--- src/rtl/sti_rx.sv ---
// sti_rx: serial-to-parallel receiver for the STI serial link.
// Collects an 8/16/24/32-bit frame under a latched configuration, recovers
// the 16-bit data word and the left-aligned frame, and reports padding
// errors and aborted (gapped) frames.
// Optional byte-write output stream: define STI_RX_BYTE_OUT_EN.
module sti_rx #(
  parameter int GAP_TOL = 0,
  parameter int ADDR_W  = 8
) (
  input  logic        clk,
  input  logic        reset,
  input  logic        so_data,
  input  logic        so_valid,
  input  logic        cfg_load,
  input  logic [1:0]  cfg_length,
  input  logic        cfg_msb,
  input  logic        cfg_low,
  input  logic        cfg_fill,
  output logic        po_valid,
  output logic [15:0] po_data,
  output logic [31:0] po_frame,
  output logic        po_pad_err,
  output logic        po_err
`ifdef STI_RX_BYTE_OUT_EN
  ,
  output logic [7:0]        po_byte,
  output logic              po_byte_wr,
  output logic [ADDR_W-1:0] po_addr,
  output logic              po_wrap
`endif
);

  typedef enum logic {IDLE, SHIFT} state_t;

  state_t      state, state_next;
  logic [1:0]  len_q;
  logic        msb_q, low_q, fill_q;
  logic [31:0] w_q, w_next;
  logic [5:0]  count_q, count_next;
  logic [3:0]  gap_q, gap_next;
  logic        done, abort;

  logic        take_cfg;
  logic [1:0]  len_eff;
  logic        msb_eff, low_eff, fill_eff;
  logic [5:0]  last_idx, rev_idx;
  logic [4:0]  pos;

  logic [31:0] frame_next;
  logic [15:0] data_next;
  logic        pad_next;

  // A config load in IDLE applies immediately to a frame starting this cycle
  always_comb begin
    take_cfg = (state == IDLE) && cfg_load;
    len_eff  = take_cfg ? cfg_length : len_q;
    msb_eff  = take_cfg ? cfg_msb    : msb_q;
    low_eff  = take_cfg ? cfg_low    : low_q;
    fill_eff = take_cfg ? cfg_fill   : fill_q;
    last_idx = {1'b0, len_eff, 3'b111};
    rev_idx  = last_idx - count_q;
  end

  // Next-state logic: bit capture, completion detection and gap abort
  always_comb begin
    state_next = state;
    w_next     = w_q;
    count_next = count_q;
    gap_next   = gap_q;
    done       = 1'b0;
    abort      = 1'b0;
    pos        = '0;
    case (state)
      IDLE: begin
        if (so_valid) begin
          pos         = msb_eff ? last_idx[4:0] : 5'd0;
          w_next      = '0;
          w_next[pos] = so_data;
          count_next  = 6'd1;
          gap_next    = '0;
          state_next  = SHIFT;
        end
      end
      SHIFT: begin
        if (so_valid) begin
          pos         = msb_eff ? rev_idx[4:0] : count_q[4:0];
          w_next[pos] = so_data;
          count_next  = count_q + 6'd1;
          gap_next    = '0;
          if (count_q == last_idx) begin
            done       = 1'b1;
            count_next = '0;
            state_next = IDLE;
          end
        end else if (gap_q >= 4'(GAP_TOL)) begin
          abort      = 1'b1;
          count_next = '0;
          gap_next   = '0;
          state_next = IDLE;
        end else begin
          gap_next = gap_q + 4'd1;
        end
      end
      default: state_next = IDLE;
    endcase
  end

  // Recover the data word, left-aligned frame and pad flag from the word
  // as it will stand once the current bit is captured
  always_comb begin
    frame_next = w_next;
    data_next  = w_next[15:0];
    pad_next   = 1'b0;
    case (len_eff)
      2'b00: begin
        frame_next = {w_next[7:0], 24'h0};
        data_next  = low_eff ? {w_next[7:0], 8'h00} : {8'h00, w_next[7:0]};
      end
      2'b01: begin
        frame_next = {w_next[15:0], 16'h0};
        data_next  = w_next[15:0];
      end
      2'b10: begin
        frame_next = {w_next[23:0], 8'h0};
        data_next  = fill_eff ? w_next[23:8] : w_next[15:0];
        pad_next   = fill_eff ? |w_next[7:0] : |w_next[23:16];
      end
      default: begin
        frame_next = w_next;
        data_next  = fill_eff ? w_next[31:16] : w_next[15:0];
        pad_next   = fill_eff ? |w_next[15:0] : |w_next[31:16];
      end
    endcase
  end

  // State, shift register, counters and latched configuration
  always_ff @(posedge clk or posedge reset) begin
    if (reset) begin
      state   <= IDLE;
      w_q     <= '0;
      count_q <= '0;
      gap_q   <= '0;
      len_q   <= '0;
      msb_q   <= 1'b0;
      low_q   <= 1'b0;
      fill_q  <= 1'b0;
    end else begin
      state   <= state_next;
      w_q     <= w_next;
      count_q <= count_next;
      gap_q   <= gap_next;
      if (take_cfg) begin
        len_q  <= cfg_length;
        msb_q  <= cfg_msb;
        low_q  <= cfg_low;
        fill_q <= cfg_fill;
      end
    end
  end

  // Registered outputs: pulses each cycle, data held until next completion
  always_ff @(posedge clk or posedge reset) begin
    if (reset) begin
      po_valid   <= 1'b0;
      po_err     <= 1'b0;
      po_data    <= '0;
      po_frame   <= '0;
      po_pad_err <= 1'b0;
    end else begin
      po_valid <= done;
      po_err   <= abort;
      if (done) begin
        po_data    <= data_next;
        po_frame   <= frame_next;
        po_pad_err <= pad_next;
      end
    end
  end

`ifdef STI_RX_BYTE_OUT_EN
  logic [31:0]       emit_buf;
  logic [2:0]        emit_left;
  logic [ADDR_W-1:0] addr_up;

  // Address of the next write: advances once per completed write
  always_comb begin
    addr_up = po_byte_wr ? po_addr + ADDR_W'(1) : po_addr;
  end

  // Copy each completed frame and stream its bytes out MSB byte first
  always_ff @(posedge clk or posedge reset) begin
    if (reset) begin
      emit_buf   <= '0;
      emit_left  <= '0;
      po_byte    <= '0;
      po_byte_wr <= 1'b0;
      po_addr    <= '0;
      po_wrap    <= 1'b0;
    end else begin
      po_byte_wr <= 1'b0;
      po_wrap    <= 1'b0;
      po_addr    <= addr_up;
      if (done) begin
        emit_buf  <= frame_next;
        emit_left <= {1'b0, len_eff} + 3'd1;
      end else if (emit_left != 3'd0) begin
        po_byte    <= emit_buf[31:24];
        po_byte_wr <= 1'b1;
        po_wrap    <= &addr_up;
        emit_buf   <= {emit_buf[23:0], 8'h00};
        emit_left  <= emit_left - 3'd1;
      end
    end
  end
`endif

endmodule

--- config.mk ---
export PLATFORM = sky130hd
export DESIGN_NAME = sti_rx
export DESIGN_NICKNAME = d
export VERILOG_FILES = /design/src/rtl/sti_rx.sv
export SDC_FILE = /design/constraint.sdc
export NUM_CORES = 1
export LEC_CHECK = 0
export CAP_MARGIN = 10
export CORE_ASPECT_RATIO = 0.7
export CORE_MARGIN = 2
export CORE_UTILIZATION = 45
export DETAILED_ROUTE_END_ITERATION = 10
export PLACE_DENSITY_LB_ADDON = 0.05
export SETUP_SLACK_MARGIN = 0.4
export SKIP_CTS_REPAIR_TIMING = 1
export SLEW_MARGIN = 20
export SYNTH_ARGS = -nofsm -noshare
export SYNTH_HDL_FRONTEND = slang
export SYNTH_SLANG_ARGS = --single-unit
export TNS_END_PERCENT = 20
--- constraint.sdc ---
create_clock -name clk -period 11 [get_ports clk]
set_input_delay 1.1 -clock clk [delete_from_list [all_inputs] [get_ports clk]]
set_output_delay 1.1 -clock clk [all_outputs]
set_load 0.01 [all_outputs]
==> flow_summary.json <==
{
  "max_stage_delay_ns": 0.81,
  "layout_commonest_cell": "dfrtp_1",
  "hold_end": "po_frame[4]",
  "cts_tree": "done",
  "setup_viol": 0,
  "setup.worst_path.class": "in2reg",
  "netlist_instances": 643,
  "p_per_area_nw_per_um2": 139,
  "pin_count": 61,
  "slew-limit-headroom_pct": 35.9,
  "worstPathCellList": "clkdlybuf4s50_1, nor2b_2, mux2_2, inv_1, ha_1, nand4b_1, nor3_1, nand2_2, buf_4, clkinv_1, nand2_1, a31oi_1, a2bb2oi_1",
  "cts_buffers": 9,
  "drc": 0,
  "hold_class": "reg2reg",
  "hold_viol": 0,
  "gp_congestion": 0.989,
  "worstReg2RegStart": "state",
  "cts_root_buf": "clkbuf_16",
  "critical_path_required_ns": 11.23,
  "period_share_pct": 58.4,
  "crit_arrival_ns": 6.65,
  "fp.dieH_microns": 98.3,
  "endpoint_kind": "flip-flop",
  "syn_area_sq_um": 5710,
  "numPlacedInstances": 829,
  "outcome": "finished, final reports clean",
  "period_needed_ns": 6.42,
  "firstDrtPassIters": 5,
  "synth-edff-count": 0,
  "fmax_mhz": 156,
  "worst_slack_ns": 4.58,
  "vias": 5521,
  "finalNonFillerCells": 845,
  "final_nets": 690,
  "crit_buf_inv": 4,
  "grt_max_degree": 58,
  "synthArstFlopShare_pct": 100,
  "grtUsageMet1_pct": 49.0,
  "grt_pass1_vias": 5151,
  "rows": 34,
  "reg2reg_to": "po_pad_err",
  "die_x_microns": 139,
  "grt_usage_pct": 30.3,
  "ant_nets": 0,
  "grt-ovfl-total": 0,
  "tns_ns": 0,
  "grt_util_met2_pct": 40.3,
  "drive_gt1_share_pct": 9.08,
  "via_per_inst": 6.53,
  "holdPathStages": 2,
  "cts.sinks": 95,
  "ys_seq_area_share_pct": 41.6,
  "drv_cap": 0,
  "worst_hold_slack_ns": 0.483,
  "worstMarginPinSlew_ns": 0.958,
  "wl_per_cell_microns": 24.2,
  "drt_wl_total_mm": 20.5,
  "finClkSkew_ns": 0.0118,
  "dp_hpwl_mm": 14.8,
  "cp_slowest_cell": "clkinv_1",
  "synth-seq-cells": 95,
  "drt_iter0_markers": 675,
  "fillers": 1143,
  "insertion_delay_ns": 0.35,
  "reg2reg_slack_ns": 5.30,
  "final_max_slew_viol_count": 0,
  "cp_top_family": "buffers and inverters",
  "grt_pass1_wl_mm": 31.8,
  "syn_avg_cell_area_sq_um": 8.89,
  "busiest_layer": "met1",
  "min_from": "po_frame[4]",
  "diodes": 0,
  "rsz0062_at_grt": "no",
  "htree_num_levels": 3,
  "syn2layout_area_growth_pct": 16.8,
  "critPathLaunchType": "input pin",
  "ys_types": 78,
  "dieArea_sq_um": 13600,
  "cts_buffer_depth": 2,
  "synthesis.nets": 655,
  "leakage_nw": 2.88,
  "cts.clk_slew.worst_paths_ns": 0.07,
  "synth-main-ff-cell": "dfrtp_1",
  "use_met3_pct": 7.16,
  "antenna_found_initial": 0,
  "cp_max_fo": 57,
  "r2r_cells": 13,
  "start_util_pct": 46.0,
  "peakVddDrop_uv": 84.3,
  "yosysWarnings": 0,
  "post-place-ws_ns": 4.36,
  "port_buffers": 60,
  "coreArea_sq_um": 12400,
  "layout_common_cells": "dfrtp_1, nand2_1, clkdlybuf4s50_1"
}
-- worst reg2reg max path, cell delays in order, from the launching register on --
cell and delay, ns:
dfrtp_1 0.36, buf_4 0.23, nor2b_2 0.41, mux2_2 0.73, inv_1 0.66, ha_1 0.59, nand4b_1 0.14, nor3_1 0.13
nand2_2 0.09, buf_4 0.46, clkinv_1 0.84, nand2_1 0.63, a31oi_1 0.14, a2bb2oi_1 0.17
-- sequential cells by signal, summed over array words and instances, names as in the netlist, 2 cells and up --
register,cells
count_q,6
po_frame,32
po_data,16
w_q,32
len_q,2
-- layer usage --
metal	vias to the layer above	share of wire, %
met4	0	1.6
met5	-	0
li1	2450	-
met1	2710	49
met3	38	10
met2	323	40
-- cell families (layout without fill, tap and decap cells) --
logic type      after synthesis  count (layout)  share of synthesized area (%)
flops                        95              95                           41.6
mux                          36              36                           6.98
compound gates              211             211                           26.4
xor+xnor                      4               4                          0.876
fa+ha+maj                     2               2                          0.438
simple gates                223             223                           18.3
buf+inv                      72             112                           5.32
-- report_power, final --
group          leakage [nW]  switching, mW  internal, mW  total, mW
registers              1.30         0.0138         0.366      0.380
clock network         0.145          0.152         0.164      0.316
logic                  1.44          0.159        0.0728      0.231
-- per-stage QoR --
| stage | power, mW | cell area [sq um] | util [%] |
|---|---|---|---|
| after global placement | 0.607 | 6380 | 51.4 |
| after CTS | 0.921 | 6670 | 53.7 |
| after global routing | 0.965 | 6680 | 53.7 |
| after floorplan | 0.536 | 5710 | - |
| after detailed placement | 0.608 | 6380 | 51.4 |
| final | 0.927 | 6680 | 53.7 |
-- layout make-up --
type | count | area (sq um) | area share (%)
clock inverter | 6 | 51.3 | 0.769
sequential | 95 | 2380 | 35.6
tap | 162 | 203 | 3.04
inverter | 29 | 114 | 1.71
clock buffer | 10 | 239 | 3.58
multi-input combinational | 476 | 3040 | 45.5
timing repair buffer | 67 | 653 | 9.78
-- synth_stat cells (all sizes together) (8+ instances only) --
cell     n  share of area [%]
o21a     8                1.1
clkbuf  33                2.2
nor3     8                1.1
dfrtp   95                 42
a21oi   33                3.2
mux2i   24                4.4
a22o    11                1.7
inv     27                1.8
mux2    11                2.2
o211ai   8                1.1
nor2b   10                1.1
o221ai  10                1.5
nand3   16                1.4
o22ai    8               0.88
and2     9               0.99
a221o    8                1.4
o21ai   55                5.0
o31ai    8                1.1
buf     10                1.2
nand2   88                5.8
nor2    55                3.7
nand2b   8               0.88
-- how the worst max path moves through the flow --
| stage | to | depth (start not counted) | start | slack [ns] |
|---|---|---|---|---|
| global placement | po_frame[5] | 12 | cfg_load | 4.42 |
| floorplan | po_pad_err | 18 | cfg_load | 6.14 |
| global route | po_pad_err | 13 | cfg_load | 4.24 |
| finish | po_pad_err | 13 | cfg_load | 4.58 |
| CTS | po_pad_err | 13 | cfg_load | 4.71 |
| detailed placement | po_pad_err | 13 | cfg_load | 4.36 |
No activity file was read; power rests on OpenSTA's default activity.
